[src/rtl/instr_dispatch_fsm_pkg.sv]
// Shared definitions for the instruction dispatcher: opcode map, opcode classes,
// FSM states, fault codes and instruction-word field offsets.
package instr_dispatch_fsm_pkg;

    localparam int OPC_W   = 4;
    localparam int PRM_W   = 6;
    localparam int OPC_LSB = 12;
    localparam int P1_LSB  = 6;
    localparam int P2_LSB  = 0;

    localparam logic [OPC_W-1:0] OPC_LDI  = 4'h8;
    localparam logic [OPC_W-1:0] OPC_MOV  = 4'h9;
    localparam logic [OPC_W-1:0] OPC_JMP  = 4'hA;
    localparam logic [OPC_W-1:0] OPC_HALT = 4'hF;

    localparam logic [1:0] FC_NONE    = 2'd0;
    localparam logic [1:0] FC_ILLEGAL = 2'd1;
    localparam logic [1:0] FC_TIMEOUT = 2'd2;

    typedef enum logic [2:0] {
        CLS_ALU,
        CLS_LDI,
        CLS_MOV,
        CLS_JMP,
        CLS_HALT,
        CLS_ILL
    } op_class_e;

    typedef enum logic [2:0] {
        ST_IDLE,
        ST_FETCH0,
        ST_FETCH1,
        ST_DECODE,
        ST_ACT,
        ST_WAIT,
        ST_HALT,
        ST_FAULT
    } state_e;

endpackage

[src/rtl/instr_dispatch_fsm_opcode_classifier.sv]
// Combinational opcode-to-class decode, shared with disassembly/trace monitors.
module opcode_classifier
    import instr_dispatch_fsm_pkg::*;
(
    input  logic [OPC_W-1:0] opcode,
    output op_class_e        op_class
);

    always_comb begin
        op_class = CLS_ILL;
        if (opcode[3] == 1'b0) begin
            op_class = CLS_ALU;
        end else begin
            case (opcode)
                OPC_LDI:  op_class = CLS_LDI;
                OPC_MOV:  op_class = CLS_MOV;
                OPC_JMP:  op_class = CLS_JMP;
                OPC_HALT: op_class = CLS_HALT;
                default:  op_class = CLS_ILL;
            endcase
        end
    end

endmodule

[src/rtl/instr_dispatch_fsm.sv]
// Top-level instruction sequencer: fetch, decode, one-cycle activate of one
// execution unit, wait for its done with a watchdog, plus halt/fault handling.
module instr_dispatch_fsm
    import instr_dispatch_fsm_pkg::*;
#(
    parameter int IR_W    = 16,
    parameter int TIMEOUT = 32,
    parameter int TO_W    = 6
) (
    input  logic             clk,
    input  logic             rst,
    input  logic             start,
    input  logic [IR_W-1:0]  irIn,
    input  logic             aluDone,
    input  logic             ldDone,
    input  logic             movDone,
    input  logic             jmpDone,
    output logic             pcOut,
    output logic             memRd,
    output logic             irLatch,
    output logic [OPC_W-1:0] opcode,
    output logic [PRM_W-1:0] param1,
    output logic [PRM_W-1:0] param2,
    output logic             aluAct,
    output logic             ldAct,
    output logic             movAct,
    output logic             jmpAct,
    output logic             busy,
    output logic             halted,
    output logic             fault,
    output logic [1:0]       faultCode
);

    localparam logic [TO_W-1:0] WD_LAST = TO_W'(TIMEOUT - 1);
    localparam logic [TO_W-1:0] WD_MAX  = {TO_W{1'b1}};

    state_e           state_reg, state_next;
    op_class_e        cls_reg, cls_next, cls_dec;
    logic [IR_W-1:0]  ir_reg, ir_next;
    logic [TO_W-1:0]  wd_reg, wd_next;
    logic [OPC_W-1:0] opcode_reg, opcode_next;
    logic [PRM_W-1:0] param1_reg, param1_next;
    logic [PRM_W-1:0] param2_reg, param2_next;
    logic [1:0]       fcode_reg, fcode_next;
    logic [3:0]       act_reg, act_next;
    logic [3:0]       done_vec;
    logic             sel_done;
    logic             pc_reg, pc_next;
    logic             rd_reg, rd_next;
    logic             latch_reg, latch_next;
    logic             busy_reg, busy_next;
    logic             halted_reg, halted_next;
    logic             fault_reg, fault_next;

    opcode_classifier u_classifier (
        .opcode   (ir_reg[OPC_LSB +: OPC_W]),
        .op_class (cls_dec)
    );

    // Unit index order matches op_class_e: ALU, LDI, MOV, JMP.
    assign done_vec = {jmpDone, movDone, ldDone, aluDone};

    always_comb begin
        sel_done = 1'b0;
        case (cls_reg)
            CLS_ALU: sel_done = done_vec[0];
            CLS_LDI: sel_done = done_vec[1];
            CLS_MOV: sel_done = done_vec[2];
            CLS_JMP: sel_done = done_vec[3];
            default: sel_done = 1'b0;
        endcase
    end

    always_comb begin
        state_next  = state_reg;
        cls_next    = cls_reg;
        ir_next     = ir_reg;
        wd_next     = wd_reg;
        opcode_next = opcode_reg;
        param1_next = param1_reg;
        param2_next = param2_reg;
        fcode_next  = fcode_reg;
        case (state_reg)
            ST_IDLE:   if (start) state_next = ST_FETCH0;
            ST_FETCH0: state_next = ST_FETCH1;
            ST_FETCH1: begin
                ir_next    = irIn;
                state_next = ST_DECODE;
            end
            ST_DECODE: begin
                opcode_next = ir_reg[OPC_LSB +: OPC_W];
                param1_next = ir_reg[P1_LSB +: PRM_W];
                param2_next = ir_reg[P2_LSB +: PRM_W];
                cls_next    = cls_dec;
                case (cls_dec)
                    CLS_HALT: state_next = ST_HALT;
                    CLS_ILL: begin
                        state_next = ST_FAULT;
                        fcode_next = FC_ILLEGAL;
                    end
                    default:  state_next = ST_ACT;
                endcase
            end
            // Done is deliberately not looked at here so a stale level is blanked.
            ST_ACT: begin
                wd_next    = '0;
                state_next = ST_WAIT;
            end
            ST_WAIT: begin
                if (sel_done) begin
                    state_next = ST_FETCH0;
                end else if (wd_reg == WD_LAST) begin
                    state_next = ST_FAULT;
                    fcode_next = FC_TIMEOUT;
                end else if (wd_reg != WD_MAX) begin
                    wd_next = wd_reg + 1'b1;
                end
            end
            default:   state_next = state_reg;
        endcase
    end

    // Outputs are decoded from the next state and registered, so they track state_reg exactly.
    always_comb begin
        pc_next     = (state_next == ST_FETCH0) || (state_next == ST_FETCH1);
        rd_next     = pc_next;
        latch_next  = (state_next == ST_FETCH1);
        busy_next   = (state_next != ST_IDLE) && (state_next != ST_HALT)
                      && (state_next != ST_FAULT);
        halted_next = (state_next == ST_HALT);
        fault_next  = (state_next == ST_FAULT);
    end

    for (genvar gi = 0; gi < 4; gi++) begin : g_act
        assign act_next[gi] = (state_next == ST_ACT) && (cls_next == op_class_e'(gi));
    end

    always_ff @(posedge clk) begin
        if (rst) begin
            state_reg  <= ST_IDLE;
            cls_reg    <= CLS_ILL;
            ir_reg     <= '0;
            wd_reg     <= '0;
            opcode_reg <= '0;
            param1_reg <= '0;
            param2_reg <= '0;
            fcode_reg  <= FC_NONE;
            act_reg    <= '0;
            pc_reg     <= 1'b0;
            rd_reg     <= 1'b0;
            latch_reg  <= 1'b0;
            busy_reg   <= 1'b0;
            halted_reg <= 1'b0;
            fault_reg  <= 1'b0;
        end else begin
            state_reg  <= state_next;
            cls_reg    <= cls_next;
            ir_reg     <= ir_next;
            wd_reg     <= wd_next;
            opcode_reg <= opcode_next;
            param1_reg <= param1_next;
            param2_reg <= param2_next;
            fcode_reg  <= fcode_next;
            act_reg    <= act_next;
            pc_reg     <= pc_next;
            rd_reg     <= rd_next;
            latch_reg  <= latch_next;
            busy_reg   <= busy_next;
            halted_reg <= halted_next;
            fault_reg  <= fault_next;
        end
    end

    assign pcOut     = pc_reg;
    assign memRd     = rd_reg;
    assign irLatch   = latch_reg;
    assign opcode    = opcode_reg;
    assign param1    = param1_reg;
    assign param2    = param2_reg;
    assign aluAct    = act_reg[0];
    assign ldAct     = act_reg[1];
    assign movAct    = act_reg[2];
    assign jmpAct    = act_reg[3];
    assign busy      = busy_reg;
    assign halted    = halted_reg;
    assign fault     = fault_reg;
    assign faultCode = fcode_reg;

endmodule

[config.mk]
export PLATFORM = sky130hd
export DESIGN_NAME = instr_dispatch_fsm
export DESIGN_NICKNAME = d
export VERILOG_FILES = /design/src/rtl/instr_dispatch_fsm_pkg.sv /design/src/rtl/instr_dispatch_fsm_opcode_classifier.sv /design/src/rtl/instr_dispatch_fsm.sv
export SDC_FILE = /design/constraint.sdc
export NUM_CORES = 1
export LEC_CHECK = 0
export CAP_MARGIN = 10
export CORE_ASPECT_RATIO = 0.75
export CORE_MARGIN = 10
export CORE_UTILIZATION = 40
export DETAILED_ROUTE_END_ITERATION = 12
export PLACE_DENSITY = 0.66
export SLEW_MARGIN = 15
export SYNTH_ARGS = -nofsm -noshare
export SYNTH_HDL_FRONTEND = slang
export SYNTH_HIERARCHICAL = 1
export SYNTH_SLANG_ARGS = --single-unit
[constraint.sdc]
create_clock -name clk -period 2 [get_ports clk]
set_input_delay 0.4 -clock clk [delete_from_list [all_inputs] [get_ports clk]]
set_output_delay 0.4 -clock clk [all_outputs]
set_load 0.005 [all_outputs]
Yosys cells after proc, flatten, opt, wreduce, memory -nomap -nowiden
Index checks and enable logic that the tools add are counted.

word-level totals
  flip-flop bits (word level) = 55
  bits in latches = 0
  bits in writable memories = 0
  memory bits (read-only) = 0
  input port bits = 23
  output and inout port bits = 28
  logic and storage cells = 78
  memories = 0

operators by class
  add/sub/neg operators = 1
  multiply operators = 0
  div/mod/pow operators = 0
  magnitude comparators = 0
  eq/ne operators = 31
  shift operators = 0
  muxes and demuxes = 17
  bitwise gates (word level) = 0
  reductions and logical operators = 15

operator list
  kind                                                                    count
  3-bit by 2-bit equality test with 1-bit output (second input constant)  7
  3-bit equality test (second input constant)                             7
  6-bit two-way mux                                                       3
  3-bit case mux with 6 select lines                                      1
  4-bit equality test (second input constant)                             4
  3-bit two-way mux                                                       5
  3-bit by 1-bit equality test with 1-bit output (second input constant)  4
  3-bit case mux with 4 select lines                                      1
  6-bit case mux with 2 select lines                                      1
  2-bit inequality test (second input constant)                           5
  3-bit zero test                                                         3
  2-bit case mux with 2 select lines                                      2
  4-bit AND reduction                                                     2
  6-bit by 1-bit adder with 6-bit output (second input constant)          1
  6-bit by 5-bit equality test with 1-bit output (second input constant)  1
  1-bit logical AND                                                       6
  2-bit two-way mux                                                       3
  3-bit inequality test (second input constant)                           2
  6-bit inequality test (second input constant)                           1
  1-bit case mux with 4 select lines                                      1
  2-bit nonzero test                                                      2
  3-bit nonzero test                                                      1
  1-bit logical OR                                                        1

Longest topological paths before layout
Gate-level depths: netlist of run 1.

  depth in word-level cells = 9
  mapped depth = 7
  gate-level depth less buffers = 7

By module
Netlist of run 1, hierarchy kept.

modules (own cells, without submodules)
  module              instances  cells an instance  area each (um2)  seq. area each (um2)
  instr_dispatch_fsm  1          251                2124.5           1101.1
  opcode_classifier   1          6                  48.8             0.0

Worst setup path after synthesis of run 1
No wires, ideal clock.

  path kind = input -> register
  start point = in jmpDone
  end point = reg fault_reg (netlist: fault)
  library setup time = 0.073 ns
  data arrival time = 1.785 ns
  required time = 1.927 ns
  setup slack = 0.142 ns
  stages = 5
  path buffers = 0
  path through = mux4_2 > a2111oi_4 > a21oi_2 > or2_4 > nor3_2

on the way
  longest elaborated chain between the ends = 4

RTL lines
  item                                line                       source
  from (decl)                         instr_dispatch_fsm.sv:17   input logic jmpDone,
  1-bit case mux with 4 select lines  instr_dispatch_fsm.sv:65   case (cls_reg)
  3-bit two-way mux                   instr_dispatch_fsm.sv:110  if (sel_done) begin
  3-bit case mux with 6 select lines  instr_dispatch_fsm.sv:83   case (state_reg)
  3-bit equality test                 instr_dispatch_fsm.sv:131  fault_next = (state_next == ST_FAULT);
  to (signal assigned)                instr_dispatch_fsm.sv:170  fault_reg <= fault_next;
  to (decl)                           instr_dispatch_fsm.sv:53   logic fault_reg, fault_next;

No other way between the ends.
A chain may end at the register's enable or synchronous reset.

Worst setup path in the final report of run 1
  start point = reg cls_reg[0]
  end point = reg fault_reg (netlist: fault)

on the way
  longest elaborated chain between the ends = 5
  elaborated cells between the ends (all ways) = 8
  those cells by class = 4 x eq/ne; 3 x mux; 1 x reduce/logical

RTL lines
  item                                                                    line                       source
  from (decl)                                                             instr_dispatch_fsm.sv:38   op_class_e cls_reg, cls_next, cls_dec;
  from (signal assigned)                                                  instr_dispatch_fsm.sv:157  cls_reg <= cls_next;
  3-bit by 2-bit equality test with 1-bit output (tied with other cells)  instr_dispatch_fsm.sv:65
  1-bit case mux with 4 select lines *                                    instr_dispatch_fsm.sv:65
  3-bit two-way mux *                                                     instr_dispatch_fsm.sv:110
  3-bit case mux with 6 select lines *                                    instr_dispatch_fsm.sv:83
  3-bit equality test *                                                   instr_dispatch_fsm.sv:131

Every way passes the cells marked *; elsewhere a longest branch is shown, timed or not.

==> results of run 1 <==
[layout make-up]
cell class	instances	area (um^2)	area share, %
flip-flops and latches	55	1101	37.66
multi-input cells	182	997.2	34.10
repair buffers	65	623.1	21.31
well taps	75	93.84	3.209
clock buffers	5	68.82	2.353
clock inverters	3	20.02	0.6846
inverters	5	20.02	0.6846
[cell usage after synthesis, types with 3 or more instances]
master	number
nand2_1	69
nand3b_1	3
inv_1	3
a21oi_1	38
nor2b_1	4
and2_1	4
dfxtp_1	55
clkbuf_1	12
a211oi_1	3
nor2_1	19
nand2b_1	4
xnor2_1	4
[repair_timing]
item	CTS	global route
gates resized for setup	0	6
endpoints found under the setup margin	6	14
pin swaps	1	0
[critical path, cell delays in order (launching register included)]
cell       delay [ps]
dfxtp_1           380
mux4_2            590
a2111oi_4         380
a21oi_2           120
or2_4             280
nor3_2             90
[cell families (layout without fill, tap and decap cells)]
logic type | after synthesis | in the layout
buf+inv | 20 | 78
fa+ha+maj | 1 | 1
compound gates | 54 | 54
mux | 3 | 3
flops | 55 | 55
simple gates | 118 | 118
xor+xnor | 6 | 6
[metal layers]
layer  vias to the layer above  global-route usage (%)
met4                         0                   4.851
met2                        38                   16.46
met3                         6                   3.935
met1                       822                   14.81
li1                        962                       -
met5                         -                       0
[power breakdown]
part,switching (mW),internal (mW),total (mW)
clock network,0.361,0.244,0.606
logic,0.337,0.332,0.669
registers,0.0823,1.19,1.27
[final timing paths]
path,to,slack (ps),cells past startpoint
worst min register to register,param1[4],460,2
worst min-delay path,param1[4],460,2
worst max register to register,fault,110,5
worst max-delay path,fault,110,5
[metrics by stage]
| stage | util [%] | instances |
|---|---|---|
| after global routing | 55.22 | 390 |
| after CTS | 54.89 | 390 |
| final | 55.22 | 390 |
| after floorplan | - | 257 |
| after detailed placement | 53.21 | 382 |
| after global placement | 53.21 | 382 |
==> flow_summary.json, run 1 <==
{
  "cts_tree": "yes",
  "yosysWarningCount": 6,
  "cts_inserted_buffers": 5,
  "rsz0062_at_grt": "no",
  "postCtsHoldBufs": 0,
  "drv_slew": 0,
  "insertion_delay_ps": 320,
  "synth_compound_area_share_pct": 15.66,
  "synthTopCellsByArea": "dfxtp_1 51%, nand2_1 12%, a21oi_1 8.8%",
  "setup_slack_ps": 108.1,
  "synth_top_cell_area_share_pct": 50.66,
  "clockRootBuffer": "clkbuf_8",
  "fin_crit_ps": 1892,
  "grt_pass1_vias": 1691,
  "arrival_ps": 2140,
  "drc_errors": 0,
  "clock.fmax_mhz": 528.6,
  "final_cell_area_mm2": 0.002924,
  "crit_type": "reg -> reg",
  "detail-route-antenna-nets": 0,
  "setup_viol": 0,
  "drt_iter0_markers": 86,
  "finalHoldViolations": 0,
  "synth_top_family_by_area": "simple AND/OR/NAND/NOR gates",
  "synth_seq_cells": 55,
  "gp_congestion": 0.8114,
  "placementRows": 23,
  "yosysTopAreaCell": "dfxtp_1",
  "max-vdd-ir-drop_mv": 0.3263,
  "antenna_found_initial": 0,
  "grt_pass1_wl_um": 8280,
  "n_fill_cell": 520,
  "fp.dieArea_mm2": 0.008812,
  "worstSetupStartpointType": "flop",
  "clk_pin_slew_ps": 100,
  "grt-ovfl-total": 0,
  "synthMuxAreaShare_pct": 1.957,
  "dieHeight_um": 83.84,
  "grt_max_degree": 33,
  "dr_wl_met3_um": 290,
  "m1WireLength_um": 2544,
  "synth_top_flop_cell": "dfxtp_1",
  "period_share_pct": 94.60,
  "met2RoutedLength_um": 2129,
  "cts_buffer_depth": 2,
  "fin_skew_ps": 12.61,
  "cts_sinks": 55,
  "synth_edf_count": 0,
  "pre_cts_ws_ps": -341.5,
  "hold_path.startpoint": "ir_reg[10]",
  "syn_inst": 257,
  "largest_reg_flops": 16,
  "final.setup.tns_ps": 0,
  "netlist_area_mm2": 0.002173,
  "drt-total-wl_um": 5045,
  "hold_class": "reg -> reg",
  "timing.hold.ws_ps": 456.4,
  "worst-path-max-fanout": 6,
  "max_slew_margin_pct": 58.66,
  "pin_count": 51,
  "place.port_buffers": 50,
  "total_power_mw": 2.545,
  "synth_cell_types": 47,
  "crit_start": "cls_reg[0]",
  "yosysSeqAreaShare_pct": 50.66,
  "syn_to_final_growth_pct": 34.54,
  "core_mm2": 0.005295,
  "syn_nets": 281,
  "drive_above_1_share_pct": 11.75,
  "p_per_area_mw_per_mm2": 870.4,
  "layout_common_cells": "69 x nand2_1, 55 x dfxtp_1, 46 x clkdlybuf4s50_1",
  "endpoint_kind": "flop",
  "synth_adder_area_share_pct": 0.5757,
  "rr_startpoint": "cls_reg[0]",
  "worst_pin_slew_ps": 619.4,
  "synthXorXnorAreaFrac_pct": 2.418,
  "dr.max_layer_used": "met4",
  "post_dp_cell_area_mm2": 0.002818,
  "track_usage_pct": 11.34,
  "cp.required_ps": 2250,
  "drt_first_pass_iters": 4,
  "synthArstFlopShare_pct": 0,
  "status": "complete, no violations",
  "post_cts_buffers": 0,
  "dp_hpwl_um": 3772,
  "cap_violations": 0,
  "p_leak_nw": 1.051,
  "layout_commonest_cell": "nand2_1",
  "nNetsFinal": 338,
  "wl_per_cell_um": 12.94,
  "viasPerCell": 4.687,
  "vias": 1828,
  "antenna_cells": 0,
  "htreeDepth": 2,
  "yosys.area_share.simple_pct": 24.93,
  "die_x_um": 105.1,
  "initial_core_util_pct": 41.04,
  "avgSynthCellArea_um2": 8.457
}
Power figures use the tool's default switching activity.
==> inputs of run 2 (changes only) <==
- CORE_MARGIN: 10 -> not set
==> run 2 against run 1 <==
Compared with the run above:
- clock power grew 43%
- largest power group unchanged
- critical path type unchanged
- first-iteration DRC count shrank 5.8%
- wire length shrank 5.7%
- non-clock buffer count grew 2
- final area grew 2.0%
- critical endpoint unchanged
- core utilization grew 3.7 points
- die area shrank 35%
- flip-flop and latch count is the same
- sequential share of layout area shrank 0.70 points
- global-route usage grew 6.5 points
- count of clock-buffer cells in the layout is the same
==> flow_summary.json, run 2 (synthesized netlist as in run 1, its figures left out) <==
{
  "status": "complete, no violations",
  "largest_reg_flops": 16,
  "rrSetupSlack_ps": 20,
  "drive_above_1_share_pct": 12.62,
  "endpoint_kind": "flop",
  "antenna_found_initial": 0,
  "fin_skew_ps": 7.016,
  "grt_pass1_wl_um": 7955,
  "worstSetupStartpointType": "flop",
  "p_per_area_mw_per_mm2": 939.5,
  "syn_to_final_growth_pct": 37.25,
  "cts_buffer_depth": 2,
  "clkPwrFrac_pct": 30.9,
  "dp_hpwl_um": 3300,
  "hold_class": "reg -> reg",
  "cap_violations": 0,
  "clk_pin_slew_ps": 90,
  "fp.dieArea_mm2": 0.005735,
  "detail-route-antenna-nets": 0,
  "fin_crit_ps": 1978,
  "initial_core_util_pct": 42.91,
  "die_x_um": 87.12,
  "worstSetupEndpoint": "fault",
  "finalHoldViolations": 0,
  "cts_tree": "yes",
  "max-vdd-ir-drop_mv": 0.3427,
  "dieHeight_um": 65.84,
  "arrival_ps": 2220,
  "antenna_cells": 0,
  "final.setup.tns_ps": 0,
  "grt-ovfl-total": 0,
  "layout_common_cells": "69 x nand2_1, 54 x dfxtp_1, 46 x clkdlybuf4s50_1",
  "period_share_pct": 98.89,
  "grt_pass1_vias": 1811,
  "total_power_mw": 2.802,
  "core_mm2": 0.005065,
  "pin_count": 51,
  "p_int_mw": 2.013,
  "crit_type": "reg -> reg",
  "clockRootBuffer": "clkbuf_8",
  "vias": 1884,
  "crit_slowest_cell": "mux4_2",
  "clock.fmax_mhz": 505.6,
  "placementRows": 22,
  "worst-path-max-fanout": 4,
  "max_slew_margin_pct": 56.38,
  "timing.hold.ws_ps": 456.9,
  "combPwrFrac_pct": 23.9,
  "viasPerCell": 4.843,
  "insertion_delay_ps": 310,
  "cp_cell_sequence": "mux4_2 -> a2111oi_4 -> a21oi_2 -> or2_4 -> nor3_2",
  "cp.required_ps": 2240,
  "crit_start": "cls_reg[0]",
  "track_usage_pct": 17.83,
  "rr_startpoint": "cls_reg[0]",
  "drc_errors": 0,
  "power_frac_seq_pct": 45.2,
  "grt_max_degree": 34,
  "n_fill_cell": 484,
  "setup_viol": 0,
  "reg2reg_depth": 5,
  "cts_sinks": 55,
  "layout_commonest_cell": "nand2_1",
  "wl_per_cell_um": 12.23,
  "drt-total-wl_um": 4758,
  "rsz0062_at_grt": "yes",
  "cts_inserted_buffers": 5,
  "switching_power_uw": 789.7,
  "p_leak_nw": 1.085,
  "worst_pin_slew_ps": 653.6,
  "drt_first_pass_iters": 4,
  "htreeDepth": 2,
  "place.port_buffers": 50,
  "nNetsFinal": 340,
  "drv_slew": 0,
  "drt_iter0_markers": 81,
  "gp_congestion": 0.7710,
  "timing.rr.end": "fault",
  "postCtsHoldBufs": 0,
  "slowest_delay_ps": 580,
  "switching_share_pct": 28.18
}
run 2: changes by cell type in the layout (fill, tap and decap cells not counted):
cell	change
a211oi_1	+1
a211oi_2	-1
a21oi_1	-1
a21oi_2	+1
buf_4	+2
bufinv_16	+2
clkinv_2	-1
clkinvlp_4	-1
dfxtp_1	-1
dfxtp_2	+1
run 2: power groups by stage:
stage / clock, mW / combinational, mW / sequential, mW
global placement: 0 / 0.634 / 1.29
CTS: 0.878 / 0.644 / 1.27
global route: 0.917 / 0.738 / 1.29
floorplan: 0 / 0.436 / 1.26
finish: 0.866 / 0.669 / 1.27
detailed placement: 0 / 0.642 / 1.29
run 2: worst min path at each step:
stage                      endpoint  depth (start not counted)        from
after floorplan           param1[0]                          2   ir_reg[6]
final                     param1[2]                          2   ir_reg[8]
after CTS                 param1[3]                          2   ir_reg[9]
after global routing      ir_reg[7]                          2   ir_reg[7]
after detailed placement  param1[3]                          2   ir_reg[9]
after global placement    param1[5]                          2  ir_reg[11]
run 2: worst max-delay path: cells and delay by family, from the launching register on:
family | cells | cell delay, ps
and+or+nand+nor | 2 | 450
AOI/OAI and AO/OA | 2 | 540
DFF | 1 | 350
muxes | 1 | 580
run 2: final cells by class:
| cell class | count | area, um^2 | area share, % |
|---|---|---|---|
| Sequential cell | 55 | 1102 | 36.95 |
| Inverter | 5 | 20.02 | 0.6711 |
| Timing Repair Buffer | 67 | 638.1 | 21.39 |
| Clock inverter | 3 | 67.56 | 2.265 |
| Tap cell | 72 | 90.09 | 3.020 |
| Clock buffer | 5 | 68.82 | 2.307 |
| Multi-Input combinational cell | 182 | 996.0 | 33.39 |
run 2: per-layer routing:
| layer | GRT usage (%) | vias to the layer above | wire, um |
|---|---|---|---|
| met4 | 7.172 | 0 | 61 |
| met2 | 28.84 | 40 | 2107 |
| met3 | 4.744 | 7 | 226 |
| li1 | - | 968 | - |
| met1 | 22.69 | 869 | 2361 |
| met5 | 0 | - | 0 |
run 2: timing repair:
| item | CTS | global route |
|---|---|---|
| endpoints found under the setup margin | 5 | 19 |
| pin swaps | 1 | 4 |
| buffers inserted | 0 | 4 |
| gates resized for setup | 0 | 7 |
run 2: through the flow:
stage                     setup WS, ps  std cells  util [%]  area [um^2]
after floorplan                  141.8        257         -         2173
after global placement          -331.2        377     55.26         2799
after detailed placement        -352.7        377     55.26         2799
after CTS                        14.22        385     57.95         2935
after global routing            -64.07        389     58.89         2983
final                            22.10        389     58.89         2983
